## src/rtl/qsfp_link_monitor_pkg.sv

```systemverilog
// qsfp_link_monitor_pkg: link FSM encodings and counter widths for the QSFP link monitor
package qsfp_link_monitor_pkg;
  localparam int DC_W = 16;
  typedef enum logic [1:0] {
    DOWN      = 2'd0,
    UP_PEND   = 2'd1,
    UP        = 2'd2,
    DOWN_PEND = 2'd3
  } link_state_t;
  function automatic logic is_up(link_state_t s);
    return s == UP || s == DOWN_PEND;
  endfunction
endpackage

```

## src/rtl/qsfp_link_monitor_cdc_single.sv

```systemverilog
// cdc_single: two-flop synchronizer for a single asynchronous level
module cdc_single (
  input  logic clk,
  input  logic rst_n,
  input  logic d,
  output logic q
);
  logic meta;
  always_ff @(posedge clk or negedge rst_n)
    if (!rst_n) {q, meta} <= 2'b00;
    else        {q, meta} <= {meta, d};
endmodule

```

## src/rtl/qsfp_link_monitor.sv

```systemverilog
// qsfp_link_monitor: debounced QSFP channel-up status with down-event and uptime counters
module qsfp_link_monitor
  import qsfp_link_monitor_pkg::*;
#(
  parameter int DEBOUNCE_CYCLES = 1000,
  parameter int UPTIME_W        = 32
) (
  input  logic                axi_clk,
  input  logic                axi_resetn,
  input  logic                channel_up_async,
  input  logic                clear_counts,
  output logic                link_up,
  output logic                link_change,
  output logic [DC_W-1:0]     down_count,
  output logic [UPTIME_W-1:0] uptime
);
  localparam logic [15:0] STAB_LAST = 16'(DEBOUNCE_CYCLES - 1);
  logic        sync_up;
  link_state_t state, state_nxt;
  logic [15:0] stab_cnt, stab_nxt;
  logic        done, link_up_nxt, down_inc, rise;
  cdc_single u_sync (
    .clk   (axi_clk),
    .rst_n (axi_resetn),
    .d     (channel_up_async),
    .q     (sync_up)
  );
  assign done = stab_cnt == STAB_LAST;
  always_comb begin
    state_nxt = state;
    stab_nxt  = stab_cnt;
    case (state)
      DOWN:      if (sync_up) begin state_nxt = UP_PEND; stab_nxt = '0; end
      UP_PEND:   if (!sync_up) state_nxt = DOWN;
                 else begin stab_nxt = stab_cnt + 16'd1; state_nxt = done ? UP : UP_PEND; end
      UP:        if (!sync_up) begin state_nxt = DOWN_PEND; stab_nxt = '0; end
      DOWN_PEND: if (sync_up) state_nxt = UP;
                 else begin stab_nxt = stab_cnt + 16'd1; state_nxt = done ? DOWN : DOWN_PEND; end
      default:   state_nxt = DOWN;
    endcase
  end
  // link_up is registered from the next state so it changes on the same edge as the FSM
  assign link_up_nxt = is_up(state_nxt);
  assign down_inc    = state == DOWN_PEND && state_nxt == DOWN;
  assign rise        = link_up_nxt && !link_up;
  always_ff @(posedge axi_clk or negedge axi_resetn)
    if (!axi_resetn) begin
      state       <= DOWN;
      stab_cnt    <= '0;
      link_up     <= 1'b0;
      link_change <= 1'b0;
      down_count  <= '0;
      uptime      <= '0;
    end else begin
      state       <= state_nxt;
      stab_cnt    <= stab_nxt;
      link_up     <= link_up_nxt;
      link_change <= link_up_nxt ^ link_up;
      if (clear_counts || down_inc)
        down_count <= clear_counts ? DC_W'(down_inc) : down_count + DC_W'(~&down_count);
      if (rise) uptime <= '0;
      else if (link_up && !(&uptime)) uptime <= uptime + UPTIME_W'(1);
    end
endmodule

```

## config.mk

```make
export PLATFORM = sky130hd
export DESIGN_NAME = qsfp_link_monitor
export DESIGN_NICKNAME = d
export VERILOG_FILES = /design/src/rtl/qsfp_link_monitor_pkg.sv /design/src/rtl/qsfp_link_monitor_cdc_single.sv /design/src/rtl/qsfp_link_monitor.sv
export SDC_FILE = /design/constraint.sdc
export NUM_CORES = 1
export LEC_CHECK = 0
export ABC_AREA = 0
export BUFFER_PORTS_ARGS = -buffer_cell sky130_fd_sc_hd__buf_4
export CORE_ASPECT_RATIO = 1.2
export CORE_UTILIZATION = 39
export CTS_BUF_LIST = sky130_fd_sc_hd__clkbuf_4
export DETAILED_ROUTE_END_ITERATION = 8
export GPL_ROUTABILITY_DRIVEN = 0
export PLACE_DENSITY = 0.55
export REMOVE_ABC_BUFFERS = 1
export SYNTH_ARGS = -nofsm -noshare
export SYNTH_HDL_FRONTEND = slang
export SYNTH_HIERARCHICAL = 1
export SYNTH_SLANG_ARGS = --single-unit
```

## constraint.sdc

```tcl
create_clock -name axi_clk -period 3.4 [get_ports axi_clk]
set_input_delay 0.68 -clock axi_clk [delete_from_list [all_inputs] [get_ports axi_clk]]
set_output_delay 0.68 -clock axi_clk [all_outputs]
set_load 0.005 [all_outputs]
```

# After elaboration in Yosys (flattened, before gate mapping)
# Cells that the tools add are included.
[totals]
regBits = 70
inputBits = 4
elab_cells = 51
[op_classes]
add_sub_neg = 3
n_eq_ne = 10
n_mux = 15
bitwise_logic = 1
reduce_logical = 14
[ops]
columns = ["cell", "count"]
rows = [
  ["two-way mux 16 bit", 5],
  ["two-way mux 32 bit", 2],
  ["one-hot mux 16 bit (4 select lines)", 1],
  ["adder 32 x 1 -> 32 bit (second input constant)", 1],
  ["AND reduction 32 bit", 1],
  ["adder 16 x 1 -> 16 bit", 1],
  ["adder 16 x 1 -> 16 bit (second input constant)", 1],
  ["== test 16 x 10 -> 1 bit (second input constant)", 1],
  ["AND reduction 16 bit", 1],
  ["two-way mux 2 bit", 6],
  ["== test 2 bit (second input constant)", 4],
  ["one-hot mux 2 bit (4 select lines)", 1],
  ["logical NOT 2 bit", 2],
  ["!= test 2 x 1 -> 1 bit (second input constant)", 2],
  ["!= test 2 bit (second input constant)", 2],
  ["AND reduction 4 bit", 1],
  ["logical AND 1 bit", 3],
  ["logical NOT 1 bit", 3],
  ["== test 2 x 1 -> 1 bit (second input constant)", 1],
  ["logical OR 1 bit", 2],
  ["nonzero test 2 bit", 1],
  ["bitwise XOR 1 bit", 1],
]

# Longest topological paths before layout
# Gate-level depths: netlist of the first run.
[logic_depth]
depth_word = 8
depth_mapped = 12
mapped_depth_nobuf = 10

# Cells and area by module
# Netlist of the first run, hierarchy kept.
[modules_own_cells]
columns = ["module", "n_inst", "cells_each", "area_each_um2"]
rows = [
  ["qsfp_link_monitor", 1, 419, 3832.4],
  ["cdc_single", 1, 2, 50.0],
]

# Worst setup path after synthesis of the first run
# OpenSTA, ideal clock, no wires.
[synth_timing]
path_type = "reg2reg"
start = "register stab_cnt[0]"
end = "register uptime[13]"
setup_time_ns = 0.095
t_arrival_ns = 2.481
required_time_ns = 3.305
path_slack_ns = 0.823
stages_incl_launch_ff = 13
synth_period_minus_slack_ns = 2.577
path_cell_list = "dfrtp_1 -> ha_1 -> and4bb_2 -> and4_1 -> buf_2 -> nand2_1 -> o21ai_0 -> ha_1 -> clkbuf_1 -> or3_1 -> buf_4 -> buf_6 -> o31ai_1"
[synth_via]
elab_chain_len = 8
word_cells_on_any_way = 12
classes_between = "eq/ne (3); mux (6); reduce/logical (3)"
[synth_rtl]
columns = ["item", "line_no", "source"]
rows = [
  ["start, declared", "qsfp_link_monitor.sv:20", "logic [15:0] stab_cnt, stab_nxt;"],
  ["start signal, assigned", "qsfp_link_monitor.sv:56", "stab_cnt <= stab_nxt;"],
  ["== test 16 x 10 -> 1 bit *", "qsfp_link_monitor.sv:28", "assign done = stab_cnt == STAB_LAST;"],
  ["two-way mux 2 bit (on tied branches)", "qsfp_link_monitor.sv:38, qsfp_link_monitor.sv:35", ""],
  ["two-way mux 2 bit (on tied branches)", "qsfp_link_monitor.sv:37, qsfp_link_monitor.sv:34", ""],
  ["one-hot mux 2 bit (4 select lines) *", "qsfp_link_monitor.sv:32", "case (state)"],
  ["== test 2 bit", "qsfp_link_monitor_pkg.sv:11", "return s == UP || s == DOWN_PEND;"],
  ["logical OR 1 bit *", "qsfp_link_monitor_pkg.sv:11", ""],
  ["named net link_up_nxt", "qsfp_link_monitor.sv:21", "logic done, link_up_nxt, down_inc, rise;"],
  ["logical AND 1 bit *", "qsfp_link_monitor.sv:45", "assign rise = link_up_nxt && !link_up;"],
  ["two-way mux 32 bit or nonzero test 2 bit (tied branches)", "-", ""],
  ["end signal, assigned", "qsfp_link_monitor.sv:62", "else if (link_up && !(&uptime)) uptime <= uptime + UPTIME_W'(1);"],
  ["end, declared", "qsfp_link_monitor.sv:15", "output logic [UPTIME_W-1:0] uptime"],
]
# Mark *: on every way through the listed nets, which the timed path passes. The rest lies on a longest branch.
# A chain may end at the register's enable or synchronous reset.

# Worst setup path in the final report of the first run
[layout_timing]
start = "register stab_cnt[0]"
end = "register uptime[14]"
# The elaborated chain is that of the path after synthesis.

==> results of run 1 <==
[worst reg2reg max path, cell delays in order (launching register included)]
cell                       delay (ns)
sky130_fd_sc_hd__dfrtp_1         0.43
sky130_fd_sc_hd__ha_1            0.25
sky130_fd_sc_hd__and4bb_2        0.26
sky130_fd_sc_hd__and4_1          0.32
sky130_fd_sc_hd__o21ai_0         0.15
sky130_fd_sc_hd__ha_1            0.22
sky130_fd_sc_hd__or3_1           0.36
sky130_fd_sc_hd__buf_4           0.26
sky130_fd_sc_hd__o41ai_1         0.37
[cell type report]
class | count | area share, %
flip-flops and latches | 69 | 38.5
clock buffers | 9 | 1.51
well taps | 123 | 3.43
multi-input cells | 308 | 43.8
inverters | 14 | 1.17
clock inverters | 7 | 1.45
repair buffers | 60 | 10.1
[stage by stage]
stage | util, % | hold WS (ns) | area (um^2) | power (mW) | instances
after floorplan | - | 0.331 | 3740 | 0.861 | 391
after global placement | 45.2 | 0.342 | 4350 | 0.889 | 574
after detailed placement | 45.2 | 0.344 | 4350 | 0.890 | 574
after CTS | 46.6 | 0.342 | 4480 | 1.43 | 590
after global routing | 46.6 | 0.327 | 4480 | 1.46 | 590
final | 46.6 | 0.363 | 4480 | 1.40 | 590
[cell families (layout without fill, tap and decap cells)]
| group | Yosys count | in the layout | synth area share, % |
|---|---|---|---|
| compound gates | 116 | 116 | 21.0 |
| xor+xnor | 17 | 17 | 3.83 |
| fa+ha+maj | 5 | 5 | 1.61 |
| buf+inv | 44 | 90 | 4.93 |
| flops | 69 | 69 | 44.5 |
| simple gates | 170 | 170 | 24.2 |
[state kept, by name, summed over array words and instances (netlist names)]
signal,count
link_change,1
u_sync/q,1
link_up,1
stab_cnt,16
down_count,16
uptime,32
u_sync/meta,1
state,1
[cells in the final DEF, fill, tap and decap left out, drive strengths merged, types with 13 or more instances in the layout]
master  netlist  final
a21oi        17     17
nand4        14     14
nor4         13     13
o31ai        49     49
nand3        28     28
nand2        33     33
buf          13     60
dfrtp        69     69
xnor2        13     13
o21ai        23     23
inv          14     15
nor2         35     35
[how the worst min path moves through the flow]
stage | start | endpoint | slack [ns] | cells after the start
detailed placement | u_sync/meta$_DFF_PN0_ | u_sync/q$_DFF_PN0_ | 0.34 | 0
floorplan | u_sync/meta$_DFF_PN0_ | u_sync/q$_DFF_PN0_ | 0.33 | 0
global route | channel_up_async | u_sync/meta$_DFF_PN0_ | 0.33 | 1
finish | u_sync/meta$_DFF_PN0_ | u_sync/q$_DFF_PN0_ | 0.36 | 0
CTS | channel_up_async | u_sync/meta$_DFF_PN0_ | 0.34 | 1
global placement | u_sync/meta$_DFF_PN0_ | u_sync/q$_DFF_PN0_ | 0.34 | 0
[power groups by stage]
stage                     sequential [mW]  combinational (mW)  clock [mW]
after floorplan                     0.848              0.0129           0
after global placement              0.850              0.0391           0
after detailed placement            0.850              0.0394           0
after CTS                           0.835              0.0394       0.552
after global routing                0.836              0.0452       0.579
final                               0.835              0.0373       0.531
[per-layer routing]
layer | up-vias | GRT usage, % | share of wire (%)
met1 | 1676 | 24.9 | 46
li1 | 1665 | - | -
met5 | - | 0 | 0
met4 | 0 | 5.85 | 1.1
met2 | 86 | 30.5 | 49
met3 | 9 | 3.57 | 4.0
==> impl_summary.log, run 1 <==
INFO  metric synth_sequential_area_ratio = 44.5%
INFO  metric detailed_placement_wirelength_estimate = 6.02 mm
INFO  metric max-vdd-ir-drop = 0.173 mV
INFO  metric design.core.area = 9610 um^2
INFO  metric reg2reg_slack = 0.67 ns
INFO  metric worst_clock_skew = 0.0210 ns
INFO  metric clkTransAtPathRegs = 0.12 ns
INFO  metric drc = 0
INFO  metric num-nets-final = 471
INFO  metric first_pass_grt_wire_length = 15.7 mm
INFO  metric ys_async_sr_fraction = 100%
INFO  metric synth_edf_count = 0
INFO  metric global_route.overflow_total = 0
INFO  metric timing.final.ws_setup = around 0.67 ns
INFO  metric fp.dieArea = 10400 um^2
INFO  metric synthFlopType = sky130_fd_sc_hd__dfrtp_1
INFO  metric r2r.worst_path.cells = 8
INFO  metric cap_viol_max_count = 0
INFO  metric maximum_buffer_depth_of_the_clock_tree = 2
INFO  metric synth.yosys.warnings = 6
INFO  metric timing.critical_path.mode_cell = sky130_fd_sc_hd__ha_1
INFO  metric worst-slew-pin-transition = 0.995 ns
INFO  metric initialDrtViolationCount = 150
INFO  metric cts.sink_count = between 60 and 70
INFO  metric timing.final.hold_violations = 0
INFO  metric criticalPathCategory = reg2reg
INFO  metric critPathRequiredTime = about 3.7 ns
INFO  metric power.leakage = 1.80 nW
INFO  metric grt_util_all_layers = 18.7%
INFO  metric critPathMaxFanout = 28
INFO  metric cp_buf_inv_count = 1
INFO  metric grt_start_max_net_pins = 70
INFO  metric pwr-share-clk = 37.9%
INFO  metric post_synth.cell_area_avg = 9.22 um^2
INFO  metric syn-cell-area = slightly below 4000 um^2
INFO  metric critical_path.cell_chain = ha_1, and4bb_2, and4_1, o21ai_0, ha_1, or3_1, buf_4, o41ai_1
INFO  metric num_io_pins = 54
INFO  metric ctsHtreeMaxLevel = 3
INFO  metric cell_types_occupying_the_most_area_after_synthesis = sky130_fd_sc_hd__dfrtp_1 44%, sky130_fd_sc_hd__o31ai_1 7.9%, sky130_fd_sc_hd__nand3_1 3.6%
INFO  metric routed_wl = ~9.3 mm
INFO  metric initial_utilization = between 40 and 50%
INFO  metric r2r-end = uptime[14]$_DFFE_PN0P_
INFO  metric cts_root_buffer = sky130_fd_sc_hd__clkbuf_4
INFO  metric worst_flop_to_flop_path_startpoint = stab_cnt[0]$_DFFE_PN0P_
INFO  metric cts_hold_repair.buffers = 0
INFO  metric finalSetupViolCount = 0
INFO  metric power_switching = 348 uW
INFO  metric antenna_left = 0
INFO  metric crit_path_top_delay_cell = sky130_fd_sc_hd__dfrtp_1
INFO  metric placement.io_buffers = 53
INFO  metric layout_worst_path_cycle_share = 80.3%
INFO  metric worstSetupPathDepth = 8
INFO  metric fillCellCount = ~900
INFO  metric post_synth_inst_count = between 400 and 500
INFO  metric endpoint = uptime[14]$_DFFE_PN0P_
INFO  metric cp-start-kind = flop
INFO  metric sw_frac_of_total = about 25%
INFO  metric pwr-share-seq = 59.5%
INFO  metric multiInputGateArea = 1960 um^2
INFO  metric num_vias = between 3000 and 4000
INFO  metric drive_gt1_share = between 10% and 20%
INFO  metric routed_via_density = 5.82
INFO  metric initial_antenna_violation_count = 0
INFO  metric final_max_slew_viol_count = 0
INFO  metric die-height = 111 um
INFO  metric cts_post_setup_buffers_inserted = 0
INFO  metric hold_path.class = reg2reg
INFO  metric tns = 0 ns
INFO  metric chipWidth = between 90 and 100 um
INFO  metric rsz0062_at_grt = false
INFO  metric post-route-min-period = 2.73 ns
INFO  metric max_slew_margin = 33.1%
INFO  metric most_numerous_cell_types_in_the_synthesized_netlist = 69 x sky130_fd_sc_hd__dfrtp_1, 41 x sky130_fd_sc_hd__o31ai_1, 35 x sky130_fd_sc_hd__nor2_1, 33 x sky130_fd_sc_hd__nand2_1, 28 x sky130_fd_sc_hd__nand3_1
INFO  metric synth_largest_area_cell = sky130_fd_sc_hd__dfrtp_1
INFO  metric synth.lib_cells_used.distinct = 42
INFO  metric largest_stage_delay_on_the_critical_path = about 0.43 ns
INFO  metric seq_area = 1730 um^2
INFO  metric clock.fmax = 366 MHz
INFO  metric tritoncts.num_buffers = 9
INFO  metric area_growth_syn_to_layout = 15.4%
INFO  metric path_delay_family = simple AND/OR/NAND/NOR gates
INFO  metric drtPass1Iterations = 5
INFO  metric clk-insertion-delay-late = 0.41 ns
INFO  metric route.detailed.wl_per_inst = 15.7 um
INFO  metric cts.repair.resized = 0
INFO  metric yosysMostFrequentCell = sky130_fd_sc_hd__dfrtp_1
INFO  metric timing.critical_path.from = stab_cnt[0]$_DFFE_PN0P_
INFO  metric status = complete, no violations
INFO  metric setup.worst_path.end_class = flop
INFO  metric intPower = 1.06 mW
INFO  metric fp-row-count = 39
INFO  metric power_density = 313 nW/um^2
INFO  metric power.share.combinational = between 2 and 3%
INFO  metric synth_top_cell_area_share = between 40% and 50%
INFO  metric number_of_inserted_diodes = 0
INFO  metric grt_pass1_vias = 3264
INFO  metric cp.arrival = slightly above 3 ns
INFO  metric cts_tree = built
INFO  metric flip_flop_and_latch_count_after_synthesis = 69
INFO  metric detailedPlace.worstSlack = 0.727 ns
Power figures use the tool's default switching activity.
==> run 2: changes to the inputs <==
--- a/config.mk
+++ b/config.mk
@@ -12,7 +12,7 @@
 export CTS_BUF_LIST = sky130_fd_sc_hd__clkbuf_4
 export DETAILED_ROUTE_END_ITERATION = 8
 export GPL_ROUTABILITY_DRIVEN = 0
-export PLACE_DENSITY = 0.55
+export PLACE_DENSITY = 0.57
 export REMOVE_ABC_BUFFERS = 1
 export SYNTH_ARGS = -nofsm -noshare
 export SYNTH_HDL_FRONTEND = slang
==> constraint.sdc (replaced) <==
create_clock -name axi_clk -period 2.2 [get_ports axi_clk]
set_input_delay 0.44 -clock axi_clk [delete_from_list [all_inputs] [get_ports axi_clk]]
set_output_delay 0.44 -clock axi_clk [all_outputs]
set_load 0.005 [all_outputs]
==> run 2 against run 1 <==
  * The flow now finishes with violations (negative setup slack)
  * Via count rose by 15%
  * Die area did not move
  * Combinational power rose to 2.6 times the previous value
  * Fmax rose by 17%
  * Wire length rose by 30%
  * Sequential power rose by 54%
  * Largest cell class unchanged
==> impl_summary.log, run 2 (same netlist as run 1, synthesis figures left out) <==
INFO  metric status = complete, but fails checks
INFO  metric failing_checks = negative setup slack
INFO  metric critPathMaxFanout = 7 (-75%)
INFO  metric global_route.overflow_total = 0 (unchanged)
INFO  metric seq_area = 1730 um^2 (+0.14%)
INFO  metric clock.fmax = 430 MHz (+17%)
INFO  metric worst_hold_startpoint = channel_up_async
INFO  metric layout_worst_path_cycle_share = 106% (+25 points)
INFO  metric r2r-end = uptime[6]$_DFFE_PN0P_
INFO  metric grt_util_all_layers = 22.5% (+3.8 points)
INFO  metric layout_common_cells = 131 x sky130_fd_sc_hd__buf_4, 67 x sky130_fd_sc_hd__dfrtp_1, 34 x sky130_fd_sc_hd__nor2_1
INFO  metric max_slew_margin = 48.0% (+15 points)
INFO  metric initial_antenna_violation_count = 0 (unchanged)
INFO  metric drive_gt1_share = 43.5% (+24 points)
INFO  metric fp-row-count = 39 (unchanged)
INFO  metric area_growth_syn_to_layout = 50.6%
INFO  metric fillCellCount = 823 (-11%)
INFO  metric multiInputGateArea = 2450 um^2 (+25%)
INFO  metric tns = -1.73 ns (-1.73 ns)
INFO  metric cap_viol_max_count = 0 (unchanged)
INFO  metric clkTransAtPathRegs = 0.13 ns (about the same)
INFO  metric ctsHtreeMaxLevel = 3 (unchanged)
INFO  metric placement.io_buffers = 53 (unchanged)
INFO  metric placedCellCount = 640 (+11%)
INFO  metric routed_wl = 12.1 mm (+30%)
INFO  metric timing.final.ws_setup = -0.128 ns (-0.797 ns)
INFO  metric post_layout_inst_area = 5850 um^2 (+30%)
INFO  metric die-height = 111 um (unchanged)
INFO  metric first_pass_grt_wire_length = 18.5 mm (+18%)
INFO  metric post-route-min-period = 2.33 ns (-0.403 ns)
INFO  metric r2r.worst_path.cells = 9 (+1)
INFO  metric initial_utilization = 40.4% (unchanged)
INFO  metric num_vias = 3941 (+15%)
INFO  metric max-vdd-ir-drop = 0.227 mV (+31%)
INFO  metric post_dp_cell_area = 4880 um^2 (+12%)
INFO  metric num-nets-final = 560 (+19%)
INFO  metric power.leakage = 2.58 nW (+43%)
INFO  metric drc = 0 (unchanged)
INFO  metric routed_via_density = 5.80 (-0.34%)
INFO  metric largestRegisters = uptime: 32 flops, down_count: 16 flops, stab_cnt: 16 flops
INFO  metric setup.worst_path.end_class = flop
INFO  metric worst-slew-pin-transition = 0.777 ns (-0.218 ns)
INFO  metric sink_of_the_worst_hold_path = u_sync/meta$_DFF_PN0_
INFO  metric detailedPlace.worstSlack = -0.254 ns (-0.981 ns)
INFO  metric worst_clock_skew = 0.0217 ns (+0.000706 ns)
INFO  metric cts_root_buffer = sky130_fd_sc_hd__clkbuf_4
INFO  metric finalSetupViolCount = 21 (+21)
INFO  metric antenna_left = 0 (unchanged)
INFO  metric initialDrtViolationCount = 120 (-20%)
INFO  metric cells_on_worst_hold_path = 1 (+1)
INFO  metric final_max_slew_viol_count = 0 (unchanged)
INFO  metric cts.sink_count = 69 (unchanged)
INFO  metric post-route-util = 60.8% (+14 points)
INFO  metric clk-insertion-delay-late = 0.45 ns (+0.04 ns)
INFO  metric largest_reg_flops = 32 (unchanged)
INFO  metric cp.arrival = 2.68 ns (-0.34 ns)
INFO  metric rsz0062_at_grt = true
INFO  metric timing.hold.ws = 0.106 ns (-0.257 ns)
INFO  metric hold_path.class = in2reg
INFO  metric design.core.area = 9610 um^2 (unchanged)
INFO  metric cts_tree = built
INFO  metric num_io_pins = 54 (unchanged)
INFO  metric grt_pass1_vias = 3817 (+17%)
INFO  metric maximum_buffer_depth_of_the_clock_tree = 2 (unchanged)
INFO  metric power_density = 384 nW/um^2 (+23%)
INFO  metric detailed_placement_wirelength_estimate = 7.02 mm (+17%)
INFO  metric total_power = 2.25 mW (+60%)
INFO  metric worst_flop_to_flop_path_startpoint = stab_cnt[0]$_DFFE_PN0P_
INFO  metric drtPass1Iterations = 5 (unchanged)
INFO  metric registers.top_by_ff_count = uptime
INFO  metric tritoncts.num_buffers = 9 (unchanged)
INFO  metric reg2reg_slack = -0.13 ns (-0.80 ns)
INFO  metric critPathRequiredTime = 2.55 ns (-1.14 ns)
INFO  metric cp-start-kind = flop
INFO  metric layout.cells.most_common = sky130_fd_sc_hd__buf_4
INFO  metric chipWidth = 93.1 um (unchanged)
INFO  metric route.detailed.wl_per_inst = 17.8 um (+13%)
INFO  metric criticalPathCategory = reg2reg
INFO  metric fp.dieArea = 10400 um^2 (unchanged)
INFO  metric stdcell_count = 679 (+15%)
INFO  metric number_of_inserted_diodes = 0 (unchanged)
INFO  metric timing.final.hold_violations = 0 (unchanged)
INFO  metric grt_start_max_net_pins = 36 (-49%)
-- run 2: cell count changes in the layout (fill, tap and decap cells not counted), moves of 6 or more --
cell	change
sky130_fd_sc_hd__o31ai_4	+13
sky130_fd_sc_hd__buf_4	+71
sky130_fd_sc_hd__o41ai_1	-7
sky130_fd_sc_hd__buf_6	+6
sky130_fd_sc_hd__o31ai_1	-25
sky130_fd_sc_hd__o31ai_2	+12
-- run 2: how the worst max path moves through the flow --
stage,from,endpoint,slack [ns],cells past startpoint
finish,stab_cnt[0]$_DFFE_PN0P_,uptime[6]$_DFFE_PN0P_,-0.13,9
global placement,stab_cnt[0]$_DFFE_PN0P_,uptime[14]$_DFFE_PN0P_,-0.15,9
detailed placement,stab_cnt[0]$_DFFE_PN0P_,uptime[21]$_DFFE_PN0P_,-0.25,9
floorplan,uptime[0]$_DFFE_PN0P_,uptime[13]$_DFFE_PN0P_,-0.97,6
global route,stab_cnt[1]$_DFFE_PN0P_,uptime[29]$_DFFE_PN0P_,-0.21,8
CTS,stab_cnt[0]$_DFFE_PN0P_,uptime[6]$_DFFE_PN0P_,-0.11,9
-- run 2: layout make-up --
class	count	share of cell area [%]
inverters	14	0.899
multi-input cells	308	42.0
repair buffers	149	22.6
clock inverters	5	0.878
clock buffers	11	1.41
flip-flops and latches	69	29.6
well taps	123	2.63
-- run 2: per-layer routing --
layer | global-route usage [%] | wire length, um | part of all wire (%) | up-vias
met2 | 38.6 | 6270 | 52 | 117
met5 | 0 | 0 | 0 | -
met4 | 9.03 | 295 | 2.4 | 0
li1 | - | - | - | 1851
met1 | 27.4 | 5070 | 42 | 1947
met3 | 4.46 | 468 | 3.9 | 26
-- run 2: report_power, final --
group	switching, mW	internal (mW)
clock	0.499	0.365
combinational	0.0600	0.0380
sequential	0.00872	1.28
-- run 2: timing repair --
item | CTS | global route
setup endpoints to repair | 33 | 38
hold buffers | 1 | 0
cloned | 3 | 4
buffers inserted | 3 | 12
gates resized for setup | 37 | 58
endpoints found under the hold margin | 34 | 0
pin swaps | 5 | 17
-- run 2: worst max-delay path, stage by stage (launching register included) --
cell and delay, ns:
sky130_fd_sc_hd__dfrtp_1 0.42, sky130_fd_sc_hd__ha_2 0.19, sky130_fd_sc_hd__and4bb_2 0.23, sky130_fd_sc_hd__and4_4 0.18
sky130_fd_sc_hd__nand2_4 0.07, sky130_fd_sc_hd__o21ai_4 0.06, sky130_fd_sc_hd__ha_4 0.18, sky130_fd_sc_hd__or3_4 0.38
sky130_fd_sc_hd__bufbuf_16 0.30, sky130_fd_sc_hd__o31ai_2 0.21
==> run 3: changes to the inputs <==
--- a/config.mk
+++ b/config.mk
@@ -13,6 +13,7 @@
 export DETAILED_ROUTE_END_ITERATION = 8
 export GPL_ROUTABILITY_DRIVEN = 0
 export PLACE_DENSITY = 0.57
+export RECOVER_POWER = 50
 export REMOVE_ABC_BUFFERS = 1
 export SYNTH_ARGS = -nofsm -noshare
 export SYNTH_HDL_FRONTEND = slang
==> run 3 against run 2 <==
  * The run still ends with negative setup slack left
  * Combinational power down 3.9%
  * Via count about the same
  * Cell count is the same
  * Sequential share of layout area rose by 0.076 points
  * Hold slack gained 0.024 ns
  * Design area shrank 0.26%
  * Fmax did not move
  * Highest routed layer unchanged
==> impl_summary.log, run 3 (same netlist as run 1, synthesis figures left out) <==
INFO  metric critPathRequiredTime = 2.55 ns (about the same)
INFO  metric initial_antenna_violation_count = 0 (unchanged)
INFO  metric r2r.worst_path.cells = 9 (unchanged)
INFO  metric num_vias = 3942 (+0.025%)
INFO  metric power.leakage = 2.58 nW (-0.22%)
INFO  metric chipWidth = 93.1 um (unchanged)
INFO  metric die-height = 111 um (unchanged)
INFO  metric max-vdd-ir-drop = 0.227 mV (about the same)
INFO  metric largestRegisters = uptime: 32 flops, down_count: 16 flops, stab_cnt: 16 flops
INFO  metric layout_worst_path_cycle_share = 106% (unchanged)
INFO  metric cts_tree = built
INFO  metric r2r-end = uptime[6]$_DFFE_PN0P_
INFO  metric final_max_slew_viol_count = 0 (unchanged)
INFO  metric worst_flop_to_flop_path_startpoint = stab_cnt[0]$_DFFE_PN0P_
INFO  metric cap_viol_max_count = 0 (unchanged)
INFO  metric timing.hold.ws = 0.130 ns (+0.0236 ns)
INFO  metric failing_checks = negative setup slack
INFO  metric registers.top_by_ff_count = uptime
INFO  metric tns = -1.73 ns (+0.0000100 ns)
INFO  metric routed_wl = 12.1 mm (about the same)
INFO  metric clock.fmax = 430 MHz (unchanged)
INFO  metric largest_reg_flops = 32 (unchanged)
INFO  metric area_growth_syn_to_layout = 50.2%
INFO  metric maximum_buffer_depth_of_the_clock_tree = 2 (unchanged)
INFO  metric fp-row-count = 39 (unchanged)
INFO  metric setup.worst_path.end_class = flop
INFO  metric post_dp_cell_area = 4880 um^2 (unchanged)
INFO  metric global_route.overflow_total = 0 (unchanged)
INFO  metric post-route-min-period = 2.33 ns (unchanged)
INFO  metric timing.critical_path.from = stab_cnt[0]$_DFFE_PN0P_
INFO  metric grt_util_all_layers = 22.5% (unchanged)
INFO  metric first_pass_grt_wire_length = 18.5 mm (unchanged)
INFO  metric cp.arrival = 2.68 ns (about the same)
INFO  metric num-nets-final = 560 (unchanged)
INFO  metric worst_clock_skew = 0.0217 ns (unchanged)
INFO  metric clkTransAtPathRegs = 0.13 ns (about the same)
INFO  metric initialDrtViolationCount = 120 (unchanged)
INFO  metric placement.io_buffers = 53 (unchanged)
INFO  metric worst-slew-pin-transition = 0.912 ns (+0.135 ns)
INFO  metric number_of_inserted_diodes = 0 (unchanged)
INFO  metric critPathMaxFanout = 7 (unchanged)
INFO  metric timing.final.hold_violations = 0 (unchanged)
INFO  metric cts_root_buffer = sky130_fd_sc_hd__clkbuf_4
INFO  metric route.detailed.wl_per_inst = 17.8 um (about the same)
INFO  metric routed_via_density = 5.81 (about the same)
INFO  metric initial_utilization = 40.4% (unchanged)
INFO  metric grt_start_max_net_pins = 36 (unchanged)
INFO  metric hold_path.class = in2reg
INFO  metric drtPass1Iterations = 5 (unchanged)
INFO  metric finalSetupViolCount = 21 (unchanged)
INFO  metric drc = 0 (unchanged)
INFO  metric antenna_left = 0 (unchanged)
INFO  metric max_slew_margin = 39.2% (-8.8 points)
INFO  metric criticalPathCategory = reg2reg
INFO  metric ctsHtreeMaxLevel = 3 (unchanged)
INFO  metric detailed_placement_wirelength_estimate = 7.02 mm (unchanged)
INFO  metric fp.dieArea = 10400 um^2 (unchanged)
INFO  metric cp-start-kind = flop
INFO  metric tritoncts.num_buffers = 9 (unchanged)
INFO  metric design.core.area = 9610 um^2 (unchanged)
INFO  metric layout.cells.most_common = sky130_fd_sc_hd__buf_4
INFO  metric grt_pass1_vias = 3817 (unchanged)
INFO  metric reg2reg_slack = -0.13 ns (about the same)
INFO  metric cts.sink_count = 69 (unchanged)
INFO  metric post_layout_inst_area = 5830 um^2 (-0.26%)
INFO  metric num_io_pins = 54 (unchanged)
INFO  metric total_power = 2.24 mW (-0.17%)
INFO  metric status = complete, but fails checks
INFO  metric clk-insertion-delay-late = 0.45 ns (about the same)
INFO  metric power_density = 385 nW/um^2 (about the same)
INFO  metric timing.final.ws_setup = -0.128 ns (unchanged)
INFO  metric endpoint = uptime[6]$_DFFE_PN0P_
INFO  metric drive_gt1_share = 43.5% (unchanged)
INFO  metric layout_common_cells = 129 x sky130_fd_sc_hd__buf_4, 67 x sky130_fd_sc_hd__dfrtp_1, 34 x sky130_fd_sc_hd__nor2_1
INFO  metric rsz0062_at_grt = true
## run 3: layout make-up
type / count / area [um^2]
fillers: 824 / 3780
multi-input cells: 308 / 2450
clock buffers: 11 / 82.6
well taps: 123 / 154
clock inverters: 5 / 51.3
repair buffers: 149 / 1310
flip-flops and latches: 69 / 1730
inverters: 14 / 52.6
## run 3: repair_timing
item,in CTS,in global routing
gates cloned,3,4
gates resized for setup,37,58
pin swaps,5,17
setup buffers,3,12
hold buffers,1,0
endpoints found under the hold margin,34,0
setup endpoints to repair,33,38
## run 3: per-stage QoR
step	setup WS (ns)	instances	utilization, %
after floorplan	-0.974	391	-
after global placement	-0.153	640	50.8
after detailed placement	-0.254	640	50.8
after CTS	-0.111	663	55.4
after global routing	-0.210	679	60.7
final	-0.128	679	60.7
## run 3: worst max-delay path: stages, from the launching register on
cell and delay, ns:
sky130_fd_sc_hd__dfrtp_1 0.42, sky130_fd_sc_hd__ha_2 0.19, sky130_fd_sc_hd__and4bb_2 0.23, sky130_fd_sc_hd__and4_4 0.18, sky130_fd_sc_hd__nand2_4 0.07, sky130_fd_sc_hd__o21ai_4 0.06
sky130_fd_sc_hd__ha_4 0.18, sky130_fd_sc_hd__or3_4 0.38, sky130_fd_sc_hd__bufbuf_16 0.30, sky130_fd_sc_hd__o31ai_2 0.21
## run 3: power breakdown
part	switching (mW)	internal, mW
logic	0.0595	0.0347
clock network	0.499	0.365
registers	0.00873	1.28
## run 3: metal layers
metal	vias up	GRT usage [%]	routed length, um
met1	1948	27.4	5060
met3	26	4.46	468
met2	117	38.6	6270
li1	1851	-	-
met5	-	0	0
met4	0	9.03	295
## run 3: how the worst min path moves through the flow
| stage | cells after the start | end | from |
|---|---|---|---|
| after floorplan | 0 | down_count[0]$_DFFE_PN0P_ | axi_resetn |
| after global placement | 0 | u_sync/q$_DFF_PN0_ | u_sync/meta$_DFF_PN0_ |
| after detailed placement | 0 | u_sync/q$_DFF_PN0_ | u_sync/meta$_DFF_PN0_ |
| after CTS | 1 | u_sync/meta$_DFF_PN0_ | channel_up_async |
| after global routing | 1 | u_sync/meta$_DFF_PN0_ | channel_up_async |
| final | 1 | u_sync/meta$_DFF_PN0_ | channel_up_async |
